--- src/rtl/cpu_pkg.sv ---
// Shared CPU definitions: datapath/opcode widths, alu opcodes and requester IDs.
package cpu_pkg;

  localparam int unsigned ALU_W = 16;
  localparam int unsigned OP_W  = 3;

  typedef enum logic [OP_W-1:0] {
    OP_ADD = 3'b000,
    OP_SUB = 3'b001,
    OP_AND = 3'b010,
    OP_ORR = 3'b011,
    OP_NOT = 3'b100,
    OP_XOR = 3'b101,
    OP_LSR = 3'b110,
    OP_LSL = 3'b111
  } alu_op_e;

  localparam logic REQ_EXEC = 1'b0;
  localparam logic REQ_ADDR = 1'b1;

endpackage

--- src/rtl/alu.sv ---
// Combinational 16-bit alu with Z/C/N/V flags; shifts move by one bit and ignore b.
module alu
  import cpu_pkg::*;
#(
  parameter int unsigned WIDTH = ALU_W
) (
  input  logic [WIDTH-1:0] a,
  input  logic [WIDTH-1:0] b,
  input  logic [OP_W-1:0]  op,
  output logic             fZ,
  output logic             fC,
  output logic             fN,
  output logic             fV,
  output logic [WIDTH-1:0] o
);

  logic [WIDTH:0] w_sum;
  logic           w_c;
  logic           w_v;

  always_comb begin
    w_sum = '0;
    o     = '0;
    w_c   = 1'b0;
    w_v   = 1'b0;
    case (alu_op_e'(op))
      OP_ADD: begin
        w_sum = {1'b0, a} + {1'b0, b};
        o     = w_sum[WIDTH-1:0];
        w_c   = w_sum[WIDTH];
        w_v   = (a[WIDTH-1] == b[WIDTH-1]) && (o[WIDTH-1] != a[WIDTH-1]);
      end
      OP_SUB: begin
        // C is the carry of a + ~b + 1, i.e. set when no borrow occurs
        w_sum = {1'b0, a} + {1'b0, ~b} + {{WIDTH{1'b0}}, 1'b1};
        o     = w_sum[WIDTH-1:0];
        w_c   = w_sum[WIDTH];
        w_v   = (a[WIDTH-1] != b[WIDTH-1]) && (o[WIDTH-1] != a[WIDTH-1]);
      end
      OP_AND: o = a & b;
      OP_ORR: o = a | b;
      OP_NOT: o = ~a;
      OP_XOR: o = a ^ b;
      OP_LSR: begin
        o   = {1'b0, a[WIDTH-1:1]};
        w_c = a[0];
      end
      OP_LSL: begin
        o   = {a[WIDTH-2:0], 1'b0};
        w_c = a[WIDTH-1];
      end
      default: o = '0;
    endcase
  end

  assign fZ = (o == '0);
  assign fN = o[WIDTH-1];
  assign fC = w_c;
  assign fV = w_v;

endmodule

--- src/rtl/alu_arbiter.sv ---
// Round-robin arbiter sharing one alu between two requesters through a
// two-stage (operand reg -> result reg) pipeline with in-order, ID-tagged responses.
module alu_arbiter
  import cpu_pkg::*;
#(
  parameter int unsigned WIDTH       = ALU_W,
  parameter int unsigned OPW         = OP_W,
  parameter logic        FIRST_GRANT = 1'b0
) (
  input  logic             clk,
  input  logic             rst_n,
  input  logic             req0_valid,
  output logic             req0_ready,
  input  logic [WIDTH-1:0] req0_a,
  input  logic [WIDTH-1:0] req0_b,
  input  logic [OPW-1:0]   req0_op,
  input  logic             req1_valid,
  output logic             req1_ready,
  input  logic [WIDTH-1:0] req1_a,
  input  logic [WIDTH-1:0] req1_b,
  input  logic [OPW-1:0]   req1_op,
  output logic             rsp_valid,
  input  logic             rsp_ready,
  output logic             rsp_id,
  output logic [WIDTH-1:0] rsp_o,
  output logic             rsp_fZ,
  output logic             rsp_fC,
  output logic             rsp_fN,
  output logic             rsp_fV,
  output logic             busy
);

  logic             r_s1_valid;
  logic [WIDTH-1:0] r_s1_a;
  logic [WIDTH-1:0] r_s1_b;
  logic [OPW-1:0]   r_s1_op;
  logic             r_s1_id;
  logic             r_rsp_valid;
  logic             r_rsp_id;
  logic [WIDTH-1:0] r_rsp_o;
  logic             r_rsp_fz;
  logic             r_rsp_fc;
  logic             r_rsp_fn;
  logic             r_rsp_fv;
  logic             r_last_grant;

  logic             w_s1_adv;
  logic             w_s1_free;
  logic             w_rdy0;
  logic             w_rdy1;
  logic             w_acc0;
  logic             w_acc1;
  logic             w_acc;
  logic [WIDTH-1:0] w_alu_o;
  logic             w_alu_fz;
  logic             w_alu_fc;
  logic             w_alu_fn;
  logic             w_alu_fv;

  assign w_s1_adv  = r_s1_valid && (!r_rsp_valid || rsp_ready);
  assign w_s1_free = !r_s1_valid || w_s1_adv;

  // Each ready depends only on the other side's valid, so at most one can
  // be accepted per cycle and a collision goes to the requester not served last.
  assign w_rdy0 = rst_n && w_s1_free && (!req1_valid || r_last_grant);
  assign w_rdy1 = rst_n && w_s1_free && (!req0_valid || !r_last_grant);
  assign w_acc0 = req0_valid && w_rdy0;
  assign w_acc1 = req1_valid && w_rdy1;
  assign w_acc  = w_acc0 || w_acc1;

  alu #(
    .WIDTH (WIDTH)
  ) u_alu (
    .a  (r_s1_a),
    .b  (r_s1_b),
    .op (r_s1_op),
    .fZ (w_alu_fz),
    .fC (w_alu_fc),
    .fN (w_alu_fn),
    .fV (w_alu_fv),
    .o  (w_alu_o)
  );

  always_ff @(posedge clk) begin
    if (!rst_n) begin
      r_s1_valid   <= 1'b0;
      r_s1_a       <= '0;
      r_s1_b       <= '0;
      r_s1_op      <= '0;
      r_s1_id      <= REQ_EXEC;
      r_rsp_valid  <= 1'b0;
      r_rsp_id     <= REQ_EXEC;
      r_rsp_o      <= '0;
      r_rsp_fz     <= 1'b0;
      r_rsp_fc     <= 1'b0;
      r_rsp_fn     <= 1'b0;
      r_rsp_fv     <= 1'b0;
      r_last_grant <= ~FIRST_GRANT;
    end else begin
      r_s1_valid <= w_acc || (r_s1_valid && !w_s1_adv);
      if (w_acc) begin
        r_s1_a       <= w_acc1 ? req1_a  : req0_a;
        r_s1_b       <= w_acc1 ? req1_b  : req0_b;
        r_s1_op      <= w_acc1 ? req1_op : req0_op;
        r_s1_id      <= w_acc1 ? REQ_ADDR : REQ_EXEC;
        r_last_grant <= w_acc1;
      end
      r_rsp_valid <= w_s1_adv || (r_rsp_valid && !rsp_ready);
      if (w_s1_adv) begin
        r_rsp_id <= r_s1_id;
        r_rsp_o  <= w_alu_o;
        r_rsp_fz <= w_alu_fz;
        r_rsp_fc <= w_alu_fc;
        r_rsp_fn <= w_alu_fn;
        r_rsp_fv <= w_alu_fv;
      end
    end
  end

  assign req0_ready = w_rdy0;
  assign req1_ready = w_rdy1;
  assign rsp_valid  = r_rsp_valid;
  assign rsp_id     = r_rsp_id;
  assign rsp_o      = r_rsp_o;
  assign rsp_fZ     = r_rsp_fz;
  assign rsp_fC     = r_rsp_fc;
  assign rsp_fN     = r_rsp_fn;
  assign rsp_fV     = r_rsp_fv;
  assign busy       = r_s1_valid || r_rsp_valid;

endmodule

--- config.mk ---
export PLATFORM = sky130hd
export DESIGN_NAME = alu_arbiter
export DESIGN_NICKNAME = d
export VERILOG_FILES = /design/src/rtl/cpu_pkg.sv /design/src/rtl/alu.sv /design/src/rtl/alu_arbiter.sv
export SDC_FILE = /design/constraint.sdc
export NUM_CORES = 1
export LEC_CHECK = 0
export ABC_AREA = 0
export CAP_MARGIN = 20
export CORE_MARGIN = 2
export CORE_UTILIZATION = 52
export DETAILED_ROUTE_END_ITERATION = 6
export HOLD_SLACK_MARGIN = 0.08
export PLACE_DENSITY = 0.79
export SETUP_SLACK_MARGIN = 0.5
export SLEW_MARGIN = 25
export SYNTH_ARGS = -nofsm -noshare
export SYNTH_HDL_FRONTEND = slang
export SYNTH_SLANG_ARGS = --single-unit
export TNS_END_PERCENT = 5
--- constraint.sdc ---
create_clock -name clk -period 3.4 [get_ports clk]
set_input_delay 0.68 -clock clk [delete_from_list [all_inputs] [get_ports clk]]
set_output_delay 0.68 -clock clk [all_outputs]
set_load 0.03 [all_outputs]
# After elaboration in Yosys (flattened, before gate mapping)
# Cells that the tools add are included.
# totals
output_inout_bits	25
input_bits	75
reg_bits	60
wordCells	66
# classes
n_reduce_logical	27
n_mux	7
bitwise_logic	5
n_eq_ne	11
add_sub_neg	3
# op_table
op	n
16-bit one-hot mux with 8 select lines	1
16-bit by 16-bit adder with 17-bit output	2
16-bit two-way mux	2
16-bit inverter	2
17-bit by 1-bit adder with 17-bit output (second input constant)	1
16-bit AND	1
16-bit logical NOT	1
16-bit OR	1
16-bit bitwise XOR	1
3-bit == test (second input constant)	4
1-bit logical AND	10
1-bit logical OR	8
1-bit logical NOT	7
3-bit by 2-bit == test with 1-bit output (second input constant)	2
1-bit one-hot mux with 4 select lines	1
3-bit by 1-bit == test with 1-bit output (second input constant)	1
3-bit logical NOT	1
3-bit two-way mux	1
1-bit != test	3
1-bit one-hot mux with 2 select lines	1
1-bit == test	1
1-bit two-way mux	1

# Longest topological paths before layout
# depth
word_depth	9
depth_mapped	13
depth_no_buf	13

# Cells and area by module
# Synthesis repeated with hierarchy kept, for this count alone.
# hier_totals
hier_cells	729
hier_area_um2	5507.8
# by_module_without_submodules
module	cells_per_inst	instances	area_per_inst_um2	seq_area_each_um2
alu	447	1	2960.3	0.0
alu_arbiter	282	1	2547.4	1201.2

# Worst setup path after synthesis
# OpenSTA, ideal clock, no wires.
# synth_timing
path_kind	reg2reg
start	register r_s1_a[0]
end	register r_rsp_fz (netlist: rsp_fZ)
t_arrival_ps	2779
path_slack_ps	552
period_less_slack_ps	2848
stages_incl_launch_ff	14
cell_sequence	dfxtp_1 inv_1 ha_1 inv_1 fa_1 nor2b_1 o211a_4 a2111oi_4 or3_1 o21ai_2 a211o_1 a221oi_2 nand4_1 o21ai_1
# synth_between
elab_chain_cells	4
# synth_lines
element	line_no	source
start, declared	alu_arbiter.sv:34	logic [WIDTH-1:0] r_s1_a;
start signal, assigned	alu_arbiter.sv:102	r_s1_a <= w_acc1 ? req1_a : req0_a;
16-bit by 16-bit adder with 17-bit output	alu.sv:35	w_sum = {1'b0, a} + {1'b0, ~b} + {{WIDTH{1'b0}}, 1'b1};
17-bit by 1-bit adder with 17-bit output	alu.sv:35	
16-bit one-hot mux with 8 select lines *	alu.sv:26	case (alu_op_e'(op))
16-bit logical NOT *	alu.sv:56	assign fZ = (o == '0);
end signal, assigned	alu_arbiter.sv:112	r_rsp_fz <= w_alu_fz;
end, declared	alu_arbiter.sv:41	logic r_rsp_fz;
# Mark *: on every way between the ends. The rest lies on a longest branch, timed or not.
# A chain may end at the register's enable or synchronous reset.

# Worst setup path in the final report
# Same ends and word-level chain as after synthesis.

==> metrics.md <==
| Metric | Value |
|---|---|
| Status | `completed` |
| Most instantiated library cell after synthesis | `nor2_1` |
| Port Buffer Count | `99` |
| CTS sink cnt | `59` |
| Clk Latency, worst-skew pair | `0.35 ns` |
| Startpoint types | `flop` |
| RSZ-0062 raised after global routing | `true` |
| Die Width | `107.2 µm` |
| Netlist cell types | `75` |
| H-tree lvl count | `3` |
| Crit Path Class | `reg -> reg` |
| Multiplexer share of the synthesized area | `9.803%` |
| Initial antenna violation count | `0` |
| Vias | `5902` |
| Ant. Diodes | `0` |
| Layout net count | `~940` |
| Placed Instance Area | `about 6700 µm²` |
| Avg Cell Area, Syn | `7.651 µm²` |
| #FFs+latches synth | `59` |
| Gate power share | `between 40% and 50%` |
| Post-Layout Inst Area | `between 7000 and 8000 µm²` |
| GRT Resource Usage Total | `29.95%` |
| Slew Limit Headroom | `between 50% and 60%` |
| HP Class | `reg -> reg` |
| Top post-synthesis cells by area | `dfxtp_1 21%, ha_1 11%, mux2i_1 7.8%, a211oi_1 6.6%, nor2_1 6.4%` |
| Post-synth top flop | `dfxtp_1` |
| Die height | `around 110 µm` |
| Top sig layer | `met4` |
| TritonRoute pass-1 iters | `5` |
| Xor-xnor portion of the synthesized cell area | `less than 1%` |
| Post-synthesis compound-gate area fraction | `approximately 30%` |
| Worst-path fanout max | `5` |
| Post-Syn Area | `5539 µm²` |
| Worst path required time | `3.69 ns` |
| Maxcap violations | `0` |
| Seq. cell area | `1192 µm²` |
| Synth warn | `0` |
| Max Freq | `328.0 MHz` |
| Routed length per placed instance | `18.03 µm` |
| Final WL | `17.27 mm` |
| Clock slew seen by the registers of the worst setup and hold paths | `0.08 ns` |
| Fin crit share | `about 90%` |
| Core area | `10320 µm²` |
| Pin count of the biggest net entering global routing | `73` |
| Pint | `0.001663 W` |
| Final Hold Viols | `0` |
| Syn Inst Count | `724` |
| Pwr Density | `a little under 400 nW/µm²` |
| FP Rows | `37` |
| DR DRC count | `0` |
| IO Pins | `100` |
| Top cell type by total area after synthesis | `dfxtp_1` |
| Asr flop ratio synth | `0%` |
| Initial Utilization | `53.65%` |
| Post-Synth Adder-Cell Area | `11.57%` |
| Layout area overhead | `27.33%` |
| Multi-input combinational cell area | `4004 µm²` |
| # setup viols final | `0` |
| Share of cells above drive strength 1 | `12.17%` |
| TritonCTS clock tree | `built` |
| Maximum VDD drop | `0.0002511 V` |
| Setup tns final | `0 ns` |
| Num CTS Buffers | `9` |
| Clock power share | `24.0%` |
| Largest family of logic cells by synthesized area | `compound AO/OA/AOI/OAI gates` |
| R2r worst-path depth | `13` |
| DR WL met2 | `7.862 mm` |
| Met1 WL | `7.711 mm` |
| Number of fill cells | `about 860` |
| Gpl congestion | `~1` |
| Post-synthesis simple-gate area fraction | `19.29%` |
| Hold depth | `2` |
| Top post-synthesis cells by count | `94 x nor2_1, 59 x dfxtp_1, 51 x inv_1, 49 x a211oi_1` |
| Net Sw Frac | `40.04%` |
| Initial DRC count | `514` |
| Number of global-route vias before repair | `between 5000 and 6000` |
| Final slew viol count | `0` |
| Post-synthesis sequential area ratio | `21.32%` |
| Synth Net Count | `849` |
| CP endpoint kind | `flop` |
| Final clock skew | `0.01137 ns` |
| Crit path arrival time | `3.34 ns` |
| Clock buffer depth | `2` |
| EDFF count, synth | `0` |
| First-pass GRT wire length | `27.17 mm` |
| Reg power frac | `~30%` |
| Clk Tree Root Cell | `clkbuf_8` |
| Met3 routed WL | `1.359 mm` |
| Antenna Nets Post-Route | `0` |
| Leak | `2.940 nW` |
| Worst Tran Pin Value | `approximately 0.68 ns` |
| # hold bufs at CTS | `0` |
| P_sw | `0.001110 W` |
| Min cycle time layout | `a little over 3 ns` |
| Average via count per standard cell | `6.161` |
| DPL Wire Length | `13.01 mm` |
| Gr ovfl total | `0` |
| Synth top area share | `21.32%` |
| Die area | `11490 µm²` |
## path summary, 6_finish.rpt
| check | from | to | slack (ns) |
|---|---|---|---|
| worst min-delay path | rsp_o[9] | rsp_o[9] | 0.46 |
| worst max register to register | r_s1_a[0] | rsp_fZ | 0.35 |
| worst min register to register | rsp_o[9] | rsp_o[9] | 0.46 |
| worst max-delay path | r_s1_a[0] | rsp_fZ | 0.35 |
## power groups by stage
stage | Combinational, W | Sequential (W) | Clock [W]
final | 0.00128 | 0.000824 | 0.000666
after global routing | 0.00138 | 0.000833 | 0.000708
after CTS | 0.00122 | 0.000820 | 0.000679
after detailed placement | 0.00120 | 0.000836 | 0
after global placement | 0.00119 | 0.000831 | 0
after floorplan | 0.000781 | 0.000856 | 0
## registers in the layout (all words and copies together), names as in the netlist
signal	flops
r_s1_a	16
r_s1_b	16
rsp_o	16
r_s1_op	3
r_last_grant	1
r_s1_id	1
r_s1_valid	1
rsp_fC	1
rsp_fV	1
rsp_fZ	1
rsp_id	1
rsp_valid	1
## layout by cell type, fill, tap and decap left out, types with 24 or more instances in the layout
cell type	netlist	final
clkdlybuf4s50_1	0	98
mux2i_1	43	43
a211oi_1	49	48
dfxtp_1	59	54
inv_1	51	49
nor2_1	94	94
buf_4	3	36
ha_1	48	43
nand2_1	48	46
o21ai_0	25	24
a21oi_1	46	45
## routing by layer
| layer | GRT usage (%) | vias up |
|---|---|---|
| met5 | 0 | - |
| met4 | 8.998 | 0 |
| met3 | 4.985 | 29 |
| met2 | 47.29 | 285 |
| met1 | 41.76 | 2782 |
| li1 | - | 2806 |
## cells by family (layout without fill, tap and decap cells)
logic type | after synthesis | count (layout)
xor+xnor | 3 | 3
buf+inv | 108 | 206
fa+ha+maj | 50 | 50
simple gates | 227 | 227
compound gates | 228 | 228
mux | 49 | 49
flops | 59 | 59
## final cells by class
cell class | count | share of cell area [%]
Tap cell | 136 | 2.413
Multi-Input combinational cell | 557 | 56.77
Inverter | 54 | 2.909
Sequential cell | 59 | 16.91
Timing Repair Buffer | 136 | 18.15
Clock buffer | 10 | 1.951
Clock inverter | 6 | 0.9047
## critical path: stages (launching register included)
cell,delay [ns]
dfxtp_4,0.37
inv_4,0.06
ha_4,0.13
inv_2,0.04
fa_2,0.39
nor2b_4,0.15
o211a_4,0.25
a2111oi_4,0.45
or3_1,0.19
o21ai_2,0.07
a211o_1,0.34
a221oi_2,0.29
nand4_1,0.12
o21ai_1,0.14
## metrics by stage
stage,hold WS [ns],cells,util (%),worst slack [ns],power [W]
detailed placement,0.4549,933,64.82,0.2427,0.002039
floorplan,0.4322,724,-,0.5522,0.001638
finish,0.4584,958,68.32,0.3513,0.002773
global route,0.4891,958,68.32,0.1368,0.002920
CTS,0.4656,952,67.17,0.4071,0.002717
global placement,0.4423,933,64.82,0.3218,0.002018
## repair_timing
item,CTS,global route
resized for setup,7,22
endpoints found under the setup margin,8,10
pin swaps,6,12
buffers inserted,3,6
Power figures use the tool's default switching activity.
